<file path="src/rtl/mult_seq_ctrl.sv">
`default_nettype none
// ============================================================================
// Module   : mult_seq_ctrl (with add32 adder wrapper)
// Brief    : Multi-cycle MULT/MULTU sequencer producing HI/LO via one adder.
// Revision : 1.0
// ============================================================================

module add32 (
  input  logic [31:0] a,
  input  logic [31:0] b,
  output logic [31:0] sum,
  output logic        cout,
  output logic        overflow
);
  assign {cout, sum} = {1'b0, a} + {1'b0, b};
  assign overflow    = (a[31] == b[31]) && (sum[31] != a[31]);
endmodule

module mult_seq_ctrl #(
  parameter int WIDTH = 32  // must stay 32 to match add32
) (
  input  logic             clk,
  input  logic             rst_n,
  input  logic             start,
  input  logic             is_signed,
  input  logic [WIDTH-1:0] op_a,
  input  logic [WIDTH-1:0] op_b,
  output logic             busy,
  output logic             done,
  output logic [WIDTH-1:0] hi,
  output logic [WIDTH-1:0] lo
);

  localparam logic [2:0] S_IDLE   = 3'd0;
  localparam logic [2:0] S_PREP_A = 3'd1;
  localparam logic [2:0] S_PREP_B = 3'd2;
  localparam logic [2:0] S_MUL    = 3'd3;
  localparam logic [2:0] S_FIX_LO = 3'd4;
  localparam logic [2:0] S_FIX_HI = 3'd5;
  localparam logic [2:0] S_DONE   = 3'd6;

  localparam logic [WIDTH-1:0] ONE = {{(WIDTH-1){1'b0}}, 1'b1};

  logic [2:0]       state;
  logic [WIDTH-1:0] mcand;
  logic [WIDTH-1:0] p_hi;
  logic [WIDTH-1:0] p_lo;
  logic [4:0]       count;
  logic             sgn;
  logic             neg;
  logic             carry_r;

  logic [WIDTH-1:0] add_a;
  logic [WIDTH-1:0] add_b;
  logic [WIDTH-1:0] add_sum;
  logic             add_cout;
  logic             add_ovf_unused;

  // Single shared adder: operands steered by state so every step reuses it.
  always_comb begin
    add_a = p_hi;
    add_b = mcand;
    case (state)
      S_PREP_A: begin add_a = ~mcand; add_b = ONE; end
      S_PREP_B: begin add_a = ~p_lo;  add_b = ONE; end
      S_FIX_LO: begin add_a = ~p_lo;  add_b = ONE; end
      S_FIX_HI: begin add_a = ~p_hi;  add_b = {{(WIDTH-1){1'b0}}, carry_r}; end
      default:  begin add_a = p_hi;   add_b = mcand; end
    endcase
  end

  add32 u_add (
    .a        (add_a),
    .b        (add_b),
    .sum      (add_sum),
    .cout     (add_cout),
    .overflow (add_ovf_unused)
  );

  assign busy = (state != S_IDLE);
  assign done = (state == S_DONE);

  always_ff @(posedge clk or negedge rst_n) begin
    if (!rst_n) begin
      state   <= S_IDLE;
      mcand   <= '0;
      p_hi    <= '0;
      p_lo    <= '0;
      count   <= '0;
      sgn     <= 1'b0;
      neg     <= 1'b0;
      carry_r <= 1'b0;
      hi      <= '0;
      lo      <= '0;
    end else begin
      case (state)
        S_IDLE: begin
          if (start) begin
            mcand <= op_a;
            p_lo  <= op_b;
            sgn   <= is_signed;
            neg   <= is_signed & (op_a[WIDTH-1] ^ op_b[WIDTH-1]);
            state <= S_PREP_A;
          end
        end
        S_PREP_A: begin
          if (sgn & mcand[WIDTH-1]) mcand <= add_sum;
          state <= S_PREP_B;
        end
        S_PREP_B: begin
          // 0x80000000 negates to itself, which is the correct unsigned magnitude.
          if (sgn & p_lo[WIDTH-1]) p_lo <= add_sum;
          p_hi  <= '0;
          count <= '0;
          state <= S_MUL;
        end
        S_MUL: begin
          if (p_lo[0]) begin
            p_hi <= {add_cout, add_sum[WIDTH-1:1]};
            p_lo <= {add_sum[0], p_lo[WIDTH-1:1]};
          end else begin
            p_hi <= {1'b0, p_hi[WIDTH-1:1]};
            p_lo <= {p_hi[0], p_lo[WIDTH-1:1]};
          end
          count <= count + 5'd1;
          if (count == 5'd31) state <= S_FIX_LO;
        end
        S_FIX_LO: begin
          if (neg) begin
            p_lo    <= add_sum;
            carry_r <= add_cout;
          end else begin
            carry_r <= 1'b0;
          end
          state <= S_FIX_HI;
        end
        S_FIX_HI: begin
          if (neg) p_hi <= add_sum;
          hi    <= neg ? add_sum : p_hi;
          lo    <= p_lo;
          state <= S_DONE;
        end
        S_DONE:  state <= S_IDLE;
        default: state <= S_IDLE;
      endcase
    end
  end

endmodule
`default_nettype wire

</file>
<file path="config.mk">
export PLATFORM = sky130hd
export DESIGN_NAME = mult_seq_ctrl
export DESIGN_NICKNAME = d
export VERILOG_FILES = /design/src/rtl/mult_seq_ctrl.sv
export SDC_FILE = /design/constraint.sdc
export NUM_CORES = 1
export LEC_CHECK = 0
export ABC_AREA = 1
export BUFFER_PORTS_ARGS = -buffer_cell sky130_fd_sc_hd__buf_4
export CORE_MARGIN = 10
export CORE_UTILIZATION = 65
export CTS_BUF_LIST = sky130_fd_sc_hd__clkbuf_4 sky130_fd_sc_hd__clkbuf_8
export DETAILED_ROUTE_END_ITERATION = 6
export PLACE_DENSITY = 0.93
export SKIP_CTS_REPAIR_TIMING = 1
export SYNTH_ARGS = -nofsm -noshare
export SYNTH_HDL_FRONTEND = slang
export SYNTH_SLANG_ARGS = --single-unit
export TNS_END_PERCENT = 20
</file>
<file path="constraint.sdc">
create_clock -name clk -period 8.2 [get_ports clk]
set_input_delay 0.41 -clock clk [delete_from_list [all_inputs] [get_ports clk]]
set_output_delay 0.41 -clock clk [all_outputs]
set_load 0.01 [all_outputs]
</file>
* Yosys cells after proc, flatten, opt, wreduce, memory -nomap -nowiden
Index checks and enable logic that the tools add are counted.
** Word-level totals
- Flip-flop bits (word level) :: 171
- Input bits :: 68
- Output and inout bits :: 66
- Logic and storage cells :: 61
** Cells by class
- Bitwise logic cells :: 7
- Reduce and logical (&&, ||, !) cells :: 12
- Muxes and demuxes :: 18
- Equal/unequal tests :: 12
- Add/subtract/negate cells :: 2
** Operators with widths (count)
- $mux 32 :: 8
- $pmux 32 s3 :: 2
- $pmux 32 s2 :: 2
- $pmux 32 s4 :: 1
- $not 32->32 :: 3
- $add 32x32->33 :: 1
- $pmux 3 s6 :: 1
- $ne 2x2->1 const B :: 5
- $pmux 5 s2 :: 1
- $eq 3x3->1 const B :: 3
- $eq 3x2->1 const B :: 2
- $mux 3 :: 2
- $reduce_bool 3->1 :: 2
- $add 5x1->5 const B :: 1
- $eq 5x5->1 const B :: 1
- $reduce_and 2->1 :: 2
- $reduce_and 4->1 :: 1
- $reduce_bool 2->1 :: 2
- $reduce_bool 4->1 :: 1
- $and 1x1->1 :: 3
- $eq 3x1->1 const B :: 1
- $logic_not 3->1 :: 1
- $reduce_and 3->1 :: 1
- $reduce_or 3->1 :: 1
- 3 further kinds :: 3

* Longest topological paths before layout
- Depth in word-level cells :: 6
- Depth in mapped cells :: 25
- Depth with buffers taken out :: 24

* Modules after synthesis
Synthesis repeated with hierarchy kept, for this count alone.
** Unflattened totals
- Cells, all modules :: 1762
- Area, all modules :: 11685.0 µm²
** Modules (own cells, without submodules)
- mult_seq_ctrl :: area an instance 9447.8 µm², times used 1, cells each 1334
- add32 :: area an instance 2237.1 µm², times used 1, cells each 428

* Worst setup path before layout
OpenSTA, ideal clock, no wires.
- Path type :: register -> register
- Start :: register state[2]
- End :: register p_lo[16]
- Setup slack :: 5.127 ns
- Cell stages (with the launch flop) :: 23
- Arrival time :: 2.986 ns
- Required time :: 8.113 ns
- Period minus slack after synthesis :: 3.073 ns
- Path through :: dfrtp_1 > inv_2 > nand2_2 > nor2_1 > nor2_2 > inv_2 > nor2_2 > inv_2 > clkbuf_1 > o21ai_1 > ha_1 > inv_1 > fa_1 > inv_1 > nand3_1 > nand2_1 > nand2_1 > nand2_1 > nand2_1 > nand2_1 > xor2_1 > nand2_1 > a22oi_1
** On the way
- Cells in the longest elaborated chain, start to end :: 6
- Elaborated cells between the ends (all ways) :: 19
- Those cells by class :: add/sub (1); eq/ne (8); mux (5); reduce/logical (5)
** Ends and longest elaborated chain
- start: declaration :: RTL line 44 : logic [2:0] state;
- start signal: assignment :: RTL line 85 : state <= S_IDLE;
- start signal: assignment :: RTL line 103 : state <= S_PREP_A;
- start signal: assignment :: RTL line 108 : state <= S_PREP_B;
- $eq 3x3->1 (tied with other cells) :: RTL line 63, 96
- $reduce_or 3->1 (no line) / $reduce_or 2->1 (equally long branches)
- $pmux 32 s2 / $pmux 32 s3 (equally long branches) :: RTL line 63 : case (state)
- $add 32x32->33 :: RTL line 15 : assign {cout, sum} = {1'b0, a} + {1'b0, b};
- $mux 32 (on tied branches) :: RTL line 129, 112
- $pmux 32 s4 :: RTL line 96 : case (state)
- end signal: assignment :: RTL line 100 : p_lo <= op_b;
- end signal: assignment :: RTL line 112 : if (sgn & p_lo[WIDTH-1]) p_lo <= add_sum;
- end signal: assignment :: RTL line 130 : p_lo <= add_sum;
- end: declaration :: RTL line 47 : logic [WIDTH-1:0] p_lo;
Several ways; a longest one is shown, not always the timed one. The select of a mux whose other input is x is not followed.
A chain may end at the register's enable or synchronous reset.

* Worst setup path after layout
Same ends and word-level chain as after synthesis.

==> flow_metrics.tcl <==
set metrics [dict create \
    outcome "complete, but fails checks" \
    violations "negative hold slack" \
    synth-edff-count 0 \
    drive_gt1_share_pct 10.90 \
    tightest_slew_ns 1.252 \
    max_stage_delay_ns 0.64 \
    clock-skew-final_ns 0.02024 \
    reg2reg_to "p_lo[16]$_DFFE_PN0P_" \
    core_mm2 0.01718 \
    grt_usage_pct 33.35 \
    post-dp-hpwl_mm 29.44 \
    synth_area_mm2 0.01131 \
    fin_area_mm2 0.01273 \
    ys_ff_latch 171 \
    preCtsSetupSlack_ns 2.947 \
    slew_violations 0 \
    rrSetupSlack_ns 2.58 \
    syn_to_final_growth_pct 12.63 \
    antenna_found_initial 0 \
    worstPathMaxFanout 52 \
    first_pass_iters 6 \
    grt_max_degree 95 \
    path_buf_inv 6 \
    fin_crit_sh_pct 68.49 \
    drtIter0Drc 1949 \
    die_w_um 151.9 \
    grt_pass1_wl_mm 62.49 \
    postPlaceCellArea_mm2 0.01235 \
    rsz0062_at_grt "false" \
    synthCells 1693 \
    setup_ws_ns 2.584 \
    grt_pass1_vias 11110 \
    grt_overflow 0 \
    drc 0 \
    crit_family "simple AND/OR/NAND/NOR gates" \
    ys_dominant_reg_cell "dfrtp_1" \
    end_kind "flip-flop" \
    worstPathCellList "inv_2 > nand2_2 > nor2_1 > nor2_2 > buf_4 > inv_2 > nor2_2 > inv_2 > o21ai_1 > ha_1 > inv_1 > fa_1 > inv_1 > nand3_1 > nand2_1 > nand2_1 > nand2_1 > nand2_1 > nand2_1 > xor2_1 > nand2_1 > a22oi_1" \
    cp.arrival_ns 6.01 \
    cap_violations 0 \
    fin_tns_setup_ns 0 \
    vias 12350 \
    cp_slowest_cell "nor2_2" \
    ys_seq_area_share_pct 37.85 \
    initial_core_util_pct 65.82 \
    syn_nets 1796 \
    cts_tree "done" \
    synth_cell_types 39 \
    place_congestion 1.017 \
    detail-route-antenna-nets 0 \
    cts_num_sinks 171 \
    nFillCells 1389 \
    path_clk_slew_ns 0.12 \
    die_h_um 151.9 \
    die_area_mm2 0.02307 \
    cp.required_ns 8.60 \
    relSlewSlack_pct 16.47 \
    worst-path-stages 22 \
    postSynth.asyncResetShare_pct 100.0 \
    worstSetupStartpointType "flip-flop" \
    cts_max_level 4 \
    fin_nets 1880 \
    ios 134 \
    postSynthAreaPerCell_um2 6.678 \
    clock_latency_ns 0.49 \
    yosys_warnings 0 \
    r2r_cells 22 \
    row_count 48 \
    max_freq_mhz 178.1 \
    routed_via_density 6.134 \
    post-route-min-period_ns 5.616 \
    critical_path_class "reg -> reg" \
    port_buffers 133 \
    wire_per_inst_um 20.07 \
    wirelength_mm 40.41 \
    timing.hold.ws_ns -0.03669 \
    crit_path_frequent_cell "nand2_1" \
    hp-class "in -> async" \
    hold_violations 8 \
    cts.path.max_buffers 2 \
    numCtsBuffers 17 \
    root_buffer "clkbuf_8" \
    setup_violations 0 \
    num_antenna_cells 0 \
    reg2reg_from "state[2]$_DFFE_PN0P_" \
]
==> per-layer routing <==
layer	GRT usage [%]	vias to the layer above	wire (µm)	share of wire, %
met5	0	-	0	0
met2	46.62	943	16630	41
met4	7.107	0	817	2.0
li1	-	5625	-	-
met1	48.40	5686	16230	40
met3	11.80	99	6733	17
==> worst register-to-register path, delay by kind of cell (launching register included) <==
family	cells	cell delay [ns]
simple gates	11	1.72
buf+inv	6	1.68
fa+ha+maj	2	0.76
compound gates	2	0.50
flops	1	0.49
xor+xnor	1	0.37
==> per-stage QoR <==
| step | std cells | util (%) | hold slack [ns] |
|---|---|---|---|
| detailed placement | 1983 | 71.92 | 0.4649 |
| finish | 2014 | 74.13 | -0.03669 |
| CTS | 2014 | 74.13 | 0.01791 |
| floorplan | 1693 | - | 0.1144 |
| global route | 2014 | 74.13 | 0.03363 |
| global placement | 1983 | 71.92 | 0.4467 |
==> cell families after synthesis <==
kind of cell | Yosys count | synth area share (%)
AOI/OAI and AO/OA | 371 | 18.43
xor gates and xnor gates | 16 | 1.239
and+or+nand+nor | 781 | 27.70
DFF | 171 | 37.85
adders and majority gates | 35 | 3.940
buffers and inverters | 319 | 10.85
==> cell usage after synthesis, drive strengths merged (6+ instances only) <==
cell	n	share of area [%]
dfrtp	171	38
o21ai	123	5.4
a22oi	6	0.40
xor2	11	0.85
a31oi	11	0.74
nand2	493	16
o211ai	15	1.0
o22ai	41	2.3
ha	34	3.8
a211oi	18	1.2
clkbuf	53	1.8
nand3	123	5.4
nor2	150	5.1
buf	25	1.1
a21oi	143	6.3
inv	241	8.0
==> placed cells by master, fill, tap and decap left out, types with 5 or more instances in the layout <==
cell and count:
nand2_1 491, inv_1 231, dfrtp_1 171, nor2_1 145, a21oi_1 143, buf_4 142, nand3_1 123, o21ai_0 78
o21ai_1 45, o22ai_1 41, ha_1 34, a211oi_1 18, clkbuf_8 17, o211ai_1 15, xor2_1 11, a31oi_1 10
inv_2 9, inv_8 7, a22oi_1 6, nor3_1 5, xnor2_1 5
==> state kept, by name, indices dropped and copies added, names as in the netlist <==
signal	flops
p_lo	32
mcand	32
p_hi	32
hi	32
lo	32
state	3
carry_r	1
sgn	1
count	5
neg	1
==> cell type report <==
cell class / count / area, µm² / share of cell area (%)
multi-input combinational: 1203 / 5808 / 45.61
inverter: 241 / 907.1 / 7.124
tap: 225 / 281.5 / 2.211
clock buffer: 17 / 234.0 / 1.837
sequential: 171 / 4279 / 33.61
clock inverter: 14 / 146.4 / 1.150
timing repair buffer: 143 / 1077 / 8.460
==> how the worst max path moves through the flow <==
stage / start / to
3_3_place_gp: state[2]$_DFFE_PN0P_ / p_lo[16]$_DFFE_PN0P_
5_1_grt: state[2]$_DFFE_PN0P_ / p_hi[16]$_DFFE_PN0P_
6_report: state[2]$_DFFE_PN0P_ / p_lo[16]$_DFFE_PN0P_
2_1_floorplan: state[2]$_DFFE_PN0P_ / p_lo[16]$_DFFE_PN0P_
3_5_place_dp: state[2]$_DFFE_PN0P_ / p_lo[16]$_DFFE_PN0P_
4_1_cts: state[2]$_DFFE_PN0P_ / p_lo[16]$_DFFE_PN0P_
Power is left out: the tool's default activity adds up to more than one toggle a clock period on the data nets, which glitch-free logic cannot reach.
